File: src/rtl/addr_mux_pkg.sv
// Shared definitions for the address source multiplexer and its output stage.
// Holds the switch FSM encoding, the gap counter width and the select-width helper.
// No logic; imported by addr_src_mux and addr_out_reg.
package addr_mux_pkg;

  typedef enum logic [1:0] {
    RUN   = 2'd0,
    DRAIN = 2'd1,
    GAP   = 2'd2
  } mux_state_e;

  localparam int GAP_CNT_W = 4;

  // A single-source mux still needs a 1-bit select to keep port widths legal.
  function automatic int sel_width(input int num_src);
    return (num_src > 1) ? $clog2(num_src) : 1;
  endfunction

endpackage

File: src/rtl/addr_out_reg.sv
// Single-stage valid/ready register, full throughput, reusable by any generator.
// Latency: 1 cycle from in_dat accept to out_dat.
// Backpressure: in_rdy = ~out_vld | out_rdy; data holds while out_vld & ~out_rdy.
// Ports: in_dat/in_vld/in_rdy upstream side, out_dat/out_vld/out_rdy downstream side.
module addr_out_reg #(
  parameter int W = 14
) (
  input  logic         clk,
  input  logic         rst_n,
  input  logic [W-1:0] in_dat,
  input  logic         in_vld,
  output logic         in_rdy,
  output logic [W-1:0] out_dat,
  output logic         out_vld,
  input  logic         out_rdy
);

  logic [W-1:0] dat_q, dat_d;
  logic         vld_q, vld_d;

  assign in_rdy  = ~vld_q | out_rdy;
  assign out_dat = dat_q;
  assign out_vld = vld_q;

  always_comb begin
    dat_d = dat_q;
    vld_d = vld_q;
    if (in_vld && in_rdy) begin
      dat_d = in_dat;
      vld_d = 1'b1;
    end else if (out_rdy) begin
      vld_d = 1'b0;
    end
  end

  always_ff @(posedge clk or negedge rst_n) begin
    if (!rst_n) begin
      dat_q <= '0;
      vld_q <= 1'b0;
    end else begin
      dat_q <= dat_d;
      vld_q <= vld_d;
    end
  end

endmodule

File: src/rtl/addr_src_mux.sv
// Registered NUM_SRC:1 address mux with drain-before-switch source change.
// Latency: 1 cycle src -> addr_out; a switch drains the output register, idles GAP_CYCLES, then acks.
// Backpressure: only the committed source sees src_ready (= ~addr_valid | addr_ready); all stall during a switch.
// Ports: src_addr/src_valid/src_ready sources; sel_req/sel_next/sel_ack/sel_err/sel_cur switch control;
//        addr_out/addr_valid/addr_ready output stream; addr_par only when ADDR_SRC_MUX_PARITY_EN is defined.
module addr_src_mux
  import addr_mux_pkg::*;
#(
  parameter int ADDR_W     = 14,
  parameter int NUM_SRC    = 4,
  parameter int SEL_W      = sel_width(NUM_SRC),
  parameter int GAP_CYCLES = 1,
  parameter int RESET_SEL  = 0
) (
  input  logic                      clk,
  input  logic                      rst_n,
  input  logic [NUM_SRC*ADDR_W-1:0] src_addr,
  input  logic [NUM_SRC-1:0]        src_valid,
  output logic [NUM_SRC-1:0]        src_ready,
  input  logic                      sel_req,
  input  logic [SEL_W-1:0]          sel_next,
  output logic                      sel_ack,
  output logic                      sel_err,
  output logic [SEL_W-1:0]          sel_cur,
  output logic [ADDR_W-1:0]         addr_out,
  output logic                      addr_valid,
  input  logic                      addr_ready
`ifdef ADDR_SRC_MUX_PARITY_EN
  ,
  output logic                      addr_par
`endif
);

`ifdef ADDR_SRC_MUX_PARITY_EN
  localparam int DAT_W = ADDR_W + 1;
`else
  localparam int DAT_W = ADDR_W;
`endif

  mux_state_e             state_q, state_d;
  logic [SEL_W-1:0]       sel_cur_q, sel_cur_d;
  logic [SEL_W-1:0]       pend_q, pend_d;
  logic [GAP_CNT_W-1:0]   cnt_q, cnt_d;
  logic                   ack_q, ack_d;
  logic                   err_q, err_d;

  logic [ADDR_W-1:0]      cur_addr;
  logic                   cur_vld;
  logic                   run;
  logic                   reg_in_rdy;
  logic                   reg_in_vld;
  logic [DAT_W-1:0]       reg_in_dat;
  logic [DAT_W-1:0]       reg_out_dat;
  logic                   req_oor;

  assign run     = (state_q == RUN);
  assign req_oor = (int'(sel_next) >= NUM_SRC);

  // Source select by loop compare keeps index arithmetic width-clean.
  always_comb begin
    cur_addr = '0;
    cur_vld  = 1'b0;
    for (int i = 0; i < NUM_SRC; i++) begin
      if (sel_cur_q == SEL_W'(i)) begin
        cur_addr = src_addr[i*ADDR_W +: ADDR_W];
        cur_vld  = src_valid[i];
      end
    end
  end

  // rst_n gating holds every src_ready low while reset is asserted.
  always_comb begin
    src_ready = '0;
    for (int i = 0; i < NUM_SRC; i++) begin
      if (sel_cur_q == SEL_W'(i)) src_ready[i] = rst_n & run & reg_in_rdy;
    end
  end

  assign reg_in_vld = run & cur_vld;

`ifdef ADDR_SRC_MUX_PARITY_EN
  // Parity rides in the top bit of the register so it stays aligned with the address.
  assign reg_in_dat = {^cur_addr, cur_addr};
  assign addr_par   = reg_out_dat[ADDR_W];
`else
  assign reg_in_dat = cur_addr;
`endif
  assign addr_out = reg_out_dat[ADDR_W-1:0];

  addr_out_reg #(
    .W (DAT_W)
  ) u_out_reg (
    .clk     (clk),
    .rst_n   (rst_n),
    .in_dat  (reg_in_dat),
    .in_vld  (reg_in_vld),
    .in_rdy  (reg_in_rdy),
    .out_dat (reg_out_dat),
    .out_vld (addr_valid),
    .out_rdy (addr_ready)
  );

  // Switch FSM. reg_in_rdy doubles as "output register empty by the next edge".
  always_comb begin
    state_d   = state_q;
    sel_cur_d = sel_cur_q;
    pend_d    = pend_q;
    cnt_d     = cnt_q;
    ack_d     = 1'b0;
    err_d     = 1'b0;
    case (state_q)
      RUN: begin
        if (sel_req) begin
          if (req_oor) begin
            err_d = 1'b1;
          end else if (sel_next == sel_cur_q) begin
            ack_d = 1'b1;
          end else begin
            pend_d  = sel_next;
            state_d = DRAIN;
          end
        end
      end
      DRAIN: begin
        if (reg_in_rdy) begin
          if (GAP_CYCLES == 0) begin
            sel_cur_d = pend_q;
            ack_d     = 1'b1;
            state_d   = RUN;
          end else begin
            cnt_d   = GAP_CNT_W'(GAP_CYCLES);
            state_d = GAP;
          end
        end
      end
      GAP: begin
        // Commit on the cycle the count would reach zero: exactly GAP_CYCLES idle cycles.
        if (cnt_q <= GAP_CNT_W'(1)) begin
          cnt_d     = '0;
          sel_cur_d = pend_q;
          ack_d     = 1'b1;
          state_d   = RUN;
        end else begin
          cnt_d = cnt_q - GAP_CNT_W'(1);
        end
      end
      default: state_d = RUN;
    endcase
  end

  always_ff @(posedge clk or negedge rst_n) begin
    if (!rst_n) begin
      state_q   <= RUN;
      sel_cur_q <= SEL_W'(RESET_SEL);
      pend_q    <= '0;
      cnt_q     <= '0;
      ack_q     <= 1'b0;
      err_q     <= 1'b0;
    end else begin
      state_q   <= state_d;
      sel_cur_q <= sel_cur_d;
      pend_q    <= pend_d;
      cnt_q     <= cnt_d;
      ack_q     <= ack_d;
      err_q     <= err_d;
    end
  end

  assign sel_ack = ack_q;
  assign sel_err = err_q;
  assign sel_cur = sel_cur_q;

endmodule

File: config.mk
export PLATFORM = sky130hd
export DESIGN_NAME = addr_src_mux
export DESIGN_NICKNAME = d
export VERILOG_FILES = /design/src/rtl/addr_mux_pkg.sv /design/src/rtl/addr_out_reg.sv /design/src/rtl/addr_src_mux.sv
export SDC_FILE = /design/constraint.sdc
export NUM_CORES = 1
export LEC_CHECK = 0
export CORE_ASPECT_RATIO = 0.5
export CORE_MARGIN = 1
export CORE_UTILIZATION = 42
export DETAILED_ROUTE_END_ITERATION = 6
export GPL_ROUTABILITY_DRIVEN = 0
export PLACE_DENSITY = 0.95
export SLEW_MARGIN = 20
export SYNTH_ARGS = -nofsm -noshare
export SYNTH_HDL_FRONTEND = slang
export SYNTH_HIERARCHICAL = 1
export SYNTH_SLANG_ARGS = --single-unit
File: constraint.sdc
create_clock -name clk -period 4.2 [get_ports clk]
set_input_delay 0.42 -clock clk [delete_from_list [all_inputs] [get_ports clk]]
set_output_delay 0.42 -clock clk [all_outputs]
set_load 0.02 [all_outputs]
==> results.sh, run 1 <==
export IMPL_whs_ns=0.513
export IMPL_clk_latency_ns=0.27
export IMPL_rsz0062_at_grt="false"
export IMPL_skew_ns=0.00943
export IMPL_initial_core_util_pct=45.3
export IMPL_syn_inst=107
export IMPL_cap_violations=0
export IMPL_setup_violations=0
export IMPL_max_stage_delay_ns=0.64
export IMPL_clock_fmax_mhz=363
export IMPL_clock_sinks=26
export IMPL_wirelength_met1_um=1850
export IMPL_critPathCaptureType="output pin"
export IMPL_first_pass_iters=4
export IMPL_slew_headroom_pct=42.8
export IMPL_postCtsHoldBufs=0
export IMPL_hold_class="reg -> reg"
export IMPL_routed_wl_met3_um=108
export IMPL_drv_slew=0
export IMPL_drive_gt1_share_pct=23.7
export IMPL_cts_resized=0
export IMPL_power_density_mw_per_mm2=665
export IMPL_synth_area_sq_mm=0.00160
export IMPL_worstPathRequired_ns=3.78
export IMPL_numCtsBuffers=3
export IMPL_clock_path_buffers=2
export IMPL_detail_route_wl_per_cell_um=17.3
export IMPL_grt_max_degree=28
export IMPL_netlist_area_leader_share_pct=40.7
export IMPL_syn_nets=175
export IMPL_grt_pass1_wl_um=6380
export IMPL_worstPathMaxFanout=27
export IMPL_seq_area_frac_synth_pct=40.7
export IMPL_rows=15
export IMPL_drtIter0Drc=63
export IMPL_yosysTopAreaCell="dfrtp_1"
export IMPL_via_per_inst=5.18
export IMPL_drt_total_wl_um=4240
export IMPL_clkTransAtPathRegs_ns=0.08
export IMPL_ys_top_cells_by_area="dfrtp_1 (41%), mux4_2 (21%), mux2_4 (9.4%)"
export IMPL_irDropWorstVdd_uv=304
export IMPL_ant_nets=0
export IMPL_port_buffers=87
export IMPL_crit_type="in -> out"
export IMPL_drc=0
export IMPL_finalHoldViolations=0
export IMPL_avgSynthCellArea_sq_um=14.9
export IMPL_grt_ovfl_total=0
export IMPL_synth_distinct_cells=37
export IMPL_dieArea_sq_mm=0.00407
export IMPL_grt_usage_pct=22.2
export IMPL_cts_setup_buffers=0
export IMPL_p_leak_uw=0.00105
export IMPL_cpMaxStageDelayCell="clkdlybuf4s50_1"
export IMPL_grt_pass1_vias=1277
export IMPL_antennaDiodeCount=0
export IMPL_outcome="complete, no violations"
export IMPL_vias=1270
export IMPL_tightest_slew_ns=0.859
export IMPL_wl_met2_um=2210
export IMPL_design_core_area_sq_mm=0.00353
export IMPL_die_w_um=89.2
export IMPL_cp_arrival_ns=2.34
export IMPL_cpMostUsedCell="clkdlybuf4s50_1"
export IMPL_antenna_found_initial=0
export IMPL_dr_max_layer_used="met4"
export IMPL_cts_root_buf="clkbuf_8"
export IMPL_cp_cell_sequence="clkdlybuf4s50_1, buf_4, and3_1, nor3b_1, clkdlybuf4s50_1"
export IMPL_setup_tns_ns=0
export IMPL_crit_path_start_kind="input port"
export IMPL_fin_crit_ns=2.76
export IMPL_synth_seq_cells=26
export IMPL_cts_tree="built"
export IMPL_die_h_um=45.6
export IMPL_synthToLayoutAreaGrowth_pct=59.6
export IMPL_ios=89
export IMPL_fin_crit_sh_pct=65.6
export IMPL_htree_num_levels=1
export IMPL_synth_warnings=6
export IMPL_nNetsFinal=263
export IMPL_hpwl_um=3370
## path summary, 6_finish.rpt
check                                            from                     to  slack [ns]  depth (start not counted)
worst max-delay path                            rst_n           src_ready[0]        1.44                          5
worst min-delay path            u_out_reg/out_dat[10]  u_out_reg/out_dat[10]        0.51                          1
worst max register to register             sel_cur[1]  u_out_reg/out_dat[11]        1.96                          4
worst min register to register  u_out_reg/out_dat[10]  u_out_reg/out_dat[10]        0.51                          1
max in group asynchronous                       rst_n   u_out_reg/out_dat[8]        3.40                          2
min in group asynchronous                       rst_n      u_out_reg/out_vld        0.54                          2
## layout by cell type (no fill, tap or decap)
master / n
o21ai_0: 2
nor3b_1: 1
or2b_1: 2
xnor2_1: 1
and3b_2: 1
and3b_1: 2
nand2_4: 1
nor4b_4: 1
mux4_2: 15
nor2_1: 4
buf_4: 2
nand2b_4: 1
mux2_4: 10
o211ai_1: 1
dfrtp_1: 26
clkbuf_8: 4
clkdlybuf4s50_1: 87
and2b_2: 2
ha_1: 2
conb_1: 1
o2bb2ai_1: 2
a21oi_1: 1
and3_1: 2
nand2_1: 1
and2_1: 1
nand3b_1: 2
o31ai_1: 1
mux2_2: 8
inv_1: 2
a211oi_1: 1
nand3_1: 1
a31o_2: 1
nand2b_1: 1
xor2_1: 2
nor3_1: 2
## worst max-delay path, delay by kind of cell
family / cells / cell delay (ns)
buffers and inverters: 3 / 1.43
and+or+nand+nor: 2 / 0.47
## where the power goes
part / switching, uW / internal, uW
Clock: 74.3 / 83.8
Sequential: 143 / 376
Combinational: 410 / 609
Total: 627 / 1070
## flip-flops by register name, indices dropped and copies added (netlist names)
name               cells
u_out_reg/out_dat     14
cnt_q                  4
pend_q                 2
sel_cur                2
state_q                2
sel_ack                1
u_out_reg/out_vld      1
## metrics by stage
| stage | worst slack, ns | cell area [sq um] | power [uW] | cells | util [%] |
|---|---|---|---|---|---|
| global placement | 1.53 | 2490 | 1500 | 241 | 70.7 |
| CTS | 1.44 | 2550 | 1700 | 245 | 72.3 |
| floorplan | 2.17 | 1600 | 1210 | 107 | - |
| detailed placement | 1.44 | 2490 | 1540 | 241 | 70.7 |
| global route | 1.34 | 2550 | 1790 | 245 | 72.3 |
| finish | 1.44 | 2550 | 1700 | 245 | 72.3 |
## synthesized netlist by cell type, drive strengths merged
cell,count
dfrtp,26
mux2,18
mux4,15
buf,5
nor2,4
and3b,3
and2b,2
and3,2
ha,2
inv,2
nand2,2
nand2b,2
nand3b,2
nor3,2
o21ai,2
o2bb2ai,2
or2b,2
xor2,2
a211oi,1
a21oi,1
a31o,1
and2,1
clkbuf,1
conb,1
nand3,1
nor3b,1
nor4b,1
o211ai,1
o31ai,1
xnor2,1
## kinds of logic (layout without fill, tap and decap cells)
logic type                 Yosys count  in the layout  share of synthesized area [%]
DFF                                 26             26                           40.7
adders and majority gates            2              2                           1.57
other                                1              1                          0.235
muxes                               33             33                           36.2
AOI/OAI and AO/OA                    9              9                           3.99
buffers and inverters                8             95                           3.76
and+or+nand+nor                     25             25                           11.9
xor gates and xnor gates             3              3                           1.64
## final cells by class
class	count	area, sq um
repair buffers	89	886
clock buffers	4	55.1
well taps	51	63.8
fillers	236	978
flip-flops and latches	26	651
inverters	2	7.51
multi-input cells	73	887
## layer usage
| layer | global-route usage (%) | vias to the layer above |
|---|---|---|
| met5 | 0 | - |
| met4 | 7.94 | 0 |
| met3 | 4.17 | 8 |
| met2 | 39.4 | 34 |
| met1 | 28.0 | 643 |
| li1 | - | 585 |
No activity file was read; power rests on OpenSTA's default activity.
==> inputs of run 2 (changes only) <==
--- a/config.mk
+++ b/config.mk
@@ -7,10 +7,10 @@
 export LEC_CHECK = 0
 export CORE_ASPECT_RATIO = 0.5
 export CORE_MARGIN = 1
-export CORE_UTILIZATION = 42
+export CORE_UTILIZATION = 35
 export DETAILED_ROUTE_END_ITERATION = 6
 export GPL_ROUTABILITY_DRIVEN = 0
-export PLACE_DENSITY = 0.95
+export PLACE_DENSITY = 0.86
 export SLEW_MARGIN = 20
 export SYNTH_ARGS = -nofsm -noshare
 export SYNTH_HDL_FRONTEND = slang
==> constraint.sdc (replaced) <==
create_clock -name clk -period 2.3 [get_ports clk]
set_input_delay 0.23 -clock clk [delete_from_list [all_inputs] [get_ports clk]]
set_output_delay 0.23 -clock clk [all_outputs]
set_load 0.02 [all_outputs]
==> run 2 against run 1 <==
Net effect:
- critical path depth is 1 lower
- die area is 19% higher
- clock power increased by 84%
- power rose by 85%
- via count is 2.0% lower
- non-clock buffer count up 2
- sequential power up 68%
==> results.sh, run 2 (synthesized netlist as in run 1, its figures left out) <==
export IMPL_grt_max_degree=27
export IMPL_clock_path_buffers=2
export IMPL_cts_tree="built"
export IMPL_wirelength_met1_um=1850
export IMPL_detail_route_wl_per_cell_um=16.3
export IMPL_clock_fmax_mhz=449
export IMPL_initial_core_util_pct=38.7
export IMPL_grt_ovfl_total=0
export IMPL_crit_path_start_kind="flop"
export IMPL_die_h_um=49.8
export IMPL_cp_arrival_ns=2.00
export IMPL_irDropWorstVdd_uv=495
export IMPL_htree_num_levels=1
export IMPL_fin_crit_sh_pct=96.8
export IMPL_dieArea_sq_mm=0.00486
export IMPL_antenna_found_initial=0
export IMPL_layout_commonest_cell="clkdlybuf4s50_1"
export IMPL_cts_setup_buffers=0
export IMPL_design_core_area_sq_mm=0.00412
export IMPL_grt_pass1_wl_um=6400
export IMPL_drv_slew=0
export IMPL_power_density_mw_per_mm2=1220
export IMPL_ant_nets=0
export IMPL_grt_pass1_vias=1263
export IMPL_fin_crit_ns=2.23
export IMPL_vias=1244
export IMPL_skew_ns=0.00363
export IMPL_placed_cells=246
export IMPL_p_leak_uw=0.00106
export IMPL_rows=16
export IMPL_first_pass_iters=4
export IMPL_drc=0
export IMPL_port_buffers=87
export IMPL_cap_violations=0
export IMPL_wl_met2_um=2100
export IMPL_r2r_cells=4
export IMPL_ios=89
export IMPL_worstPathRequired_ns=2.07
export IMPL_setup_tns_ns=0
export IMPL_hpwl_um=3280
export IMPL_stdcell_count=250
export IMPL_setup_violations=0
export IMPL_drt_total_wl_um=4080
export IMPL_crit_type="reg -> out"
export IMPL_largest_reg_flops=14
export IMPL_final_cell_mix="clkdlybuf4s50_1 (87), dfrtp_1 (26), mux4_2 (15)"
export IMPL_hold_class="in -> async"
export IMPL_clkTransAtPathRegs_ns=0.09
export IMPL_r2r_slack_ns=0.46
export IMPL_worstPathMaxFanout=6
export IMPL_finalHoldViolations=0
export IMPL_numCtsBuffers=3
export IMPL_via_per_inst=4.98
export IMPL_routed_wl_met3_um=107
export IMPL_rr_startpoint="sel_cur[0]"
export IMPL_drtIter0Drc=30
export IMPL_r2r_end="u_out_reg/out_dat[13]"
export IMPL_grt_usage_pct=16.9
export IMPL_critPathCaptureType="output pin"
export IMPL_nFillCells=325
export IMPL_nNetsFinal=265
export IMPL_antennaDiodeCount=0
export IMPL_die_w_um=97.6
export IMPL_dr_max_layer_used="met4"
export IMPL_cts_root_buf="clkbuf_8"
export IMPL_rsz0062_at_grt="false"
export IMPL_outcome="complete, no violations"
export IMPL_clk_latency_ns=0.27
export IMPL_clock_sinks=26
export IMPL_synthToLayoutAreaGrowth_pct=60.9
export IMPL_drive_gt1_share_pct=25.0
## run 2: critical path, stage by stage, from the launching register on
cell and delay, ns:
dfrtp_1 0.44, nor2_2 0.20, and3_1 0.23, nor3b_1 0.22, clkdlybuf4s50_1 0.64
## run 2: area by class of cell
class                   instances  area [sq um]  area share, %
well taps                      54          67.6           2.63
clock buffers                   4          55.1           2.14
flip-flops and latches         26           651           25.3
inverters                       2          7.51          0.292
multi-input cells              73           890           34.6
repair buffers                 91           901           35.0
## run 2: worst max-delay path by stage
stage                                      end  startpoint  slack, ns
after global placement            src_ready[0]  addr_ready       0.24
after global routing              src_ready[0]  state_q[1]       0.02
final                             src_ready[0]  state_q[1]       0.07
after CTS                         src_ready[0]  state_q[0]       0.07
after floorplan           u_out_reg/out_dat[0]  sel_cur[0]       0.27
after detailed placement          src_ready[0]  addr_ready       0.17
## run 2: stage by stage
step	utilization [%]	hold slack (ns)	worst slack (ns)	instance area [sq um]	total power, uW
final	62.3	0.348	0.0737	2570	3130
after global routing	62.3	0.376	0.0219	2570	3300
after CTS	62.3	0.363	0.0748	2570	3160
after detailed placement	61.0	0.489	0.169	2510	2840
after global placement	61.0	0.475	0.239	2510	2780
after floorplan	-	-0.0656	0.271	1600	2200
## run 2: layer usage
metal,track usage (%),vias up
met3,2.70,4
met4,2.45,0
met1,22.9,628
met2,29.5,26
li1,-,586
met5,0,-
## run 2: where the power goes
group | leakage [uW] | switching [uW] | internal [uW]
Clock | 0.0000288 | 138 | 153
Sequential | 0.000315 | 187 | 687
Combinational | 0.000716 | 836 | 1130
## run 2: what timing repair did
action,4_1_cts,5_1_grt
hold buffers,0,0
gates resized for setup,1,0
setup endpoints to repair,1,0
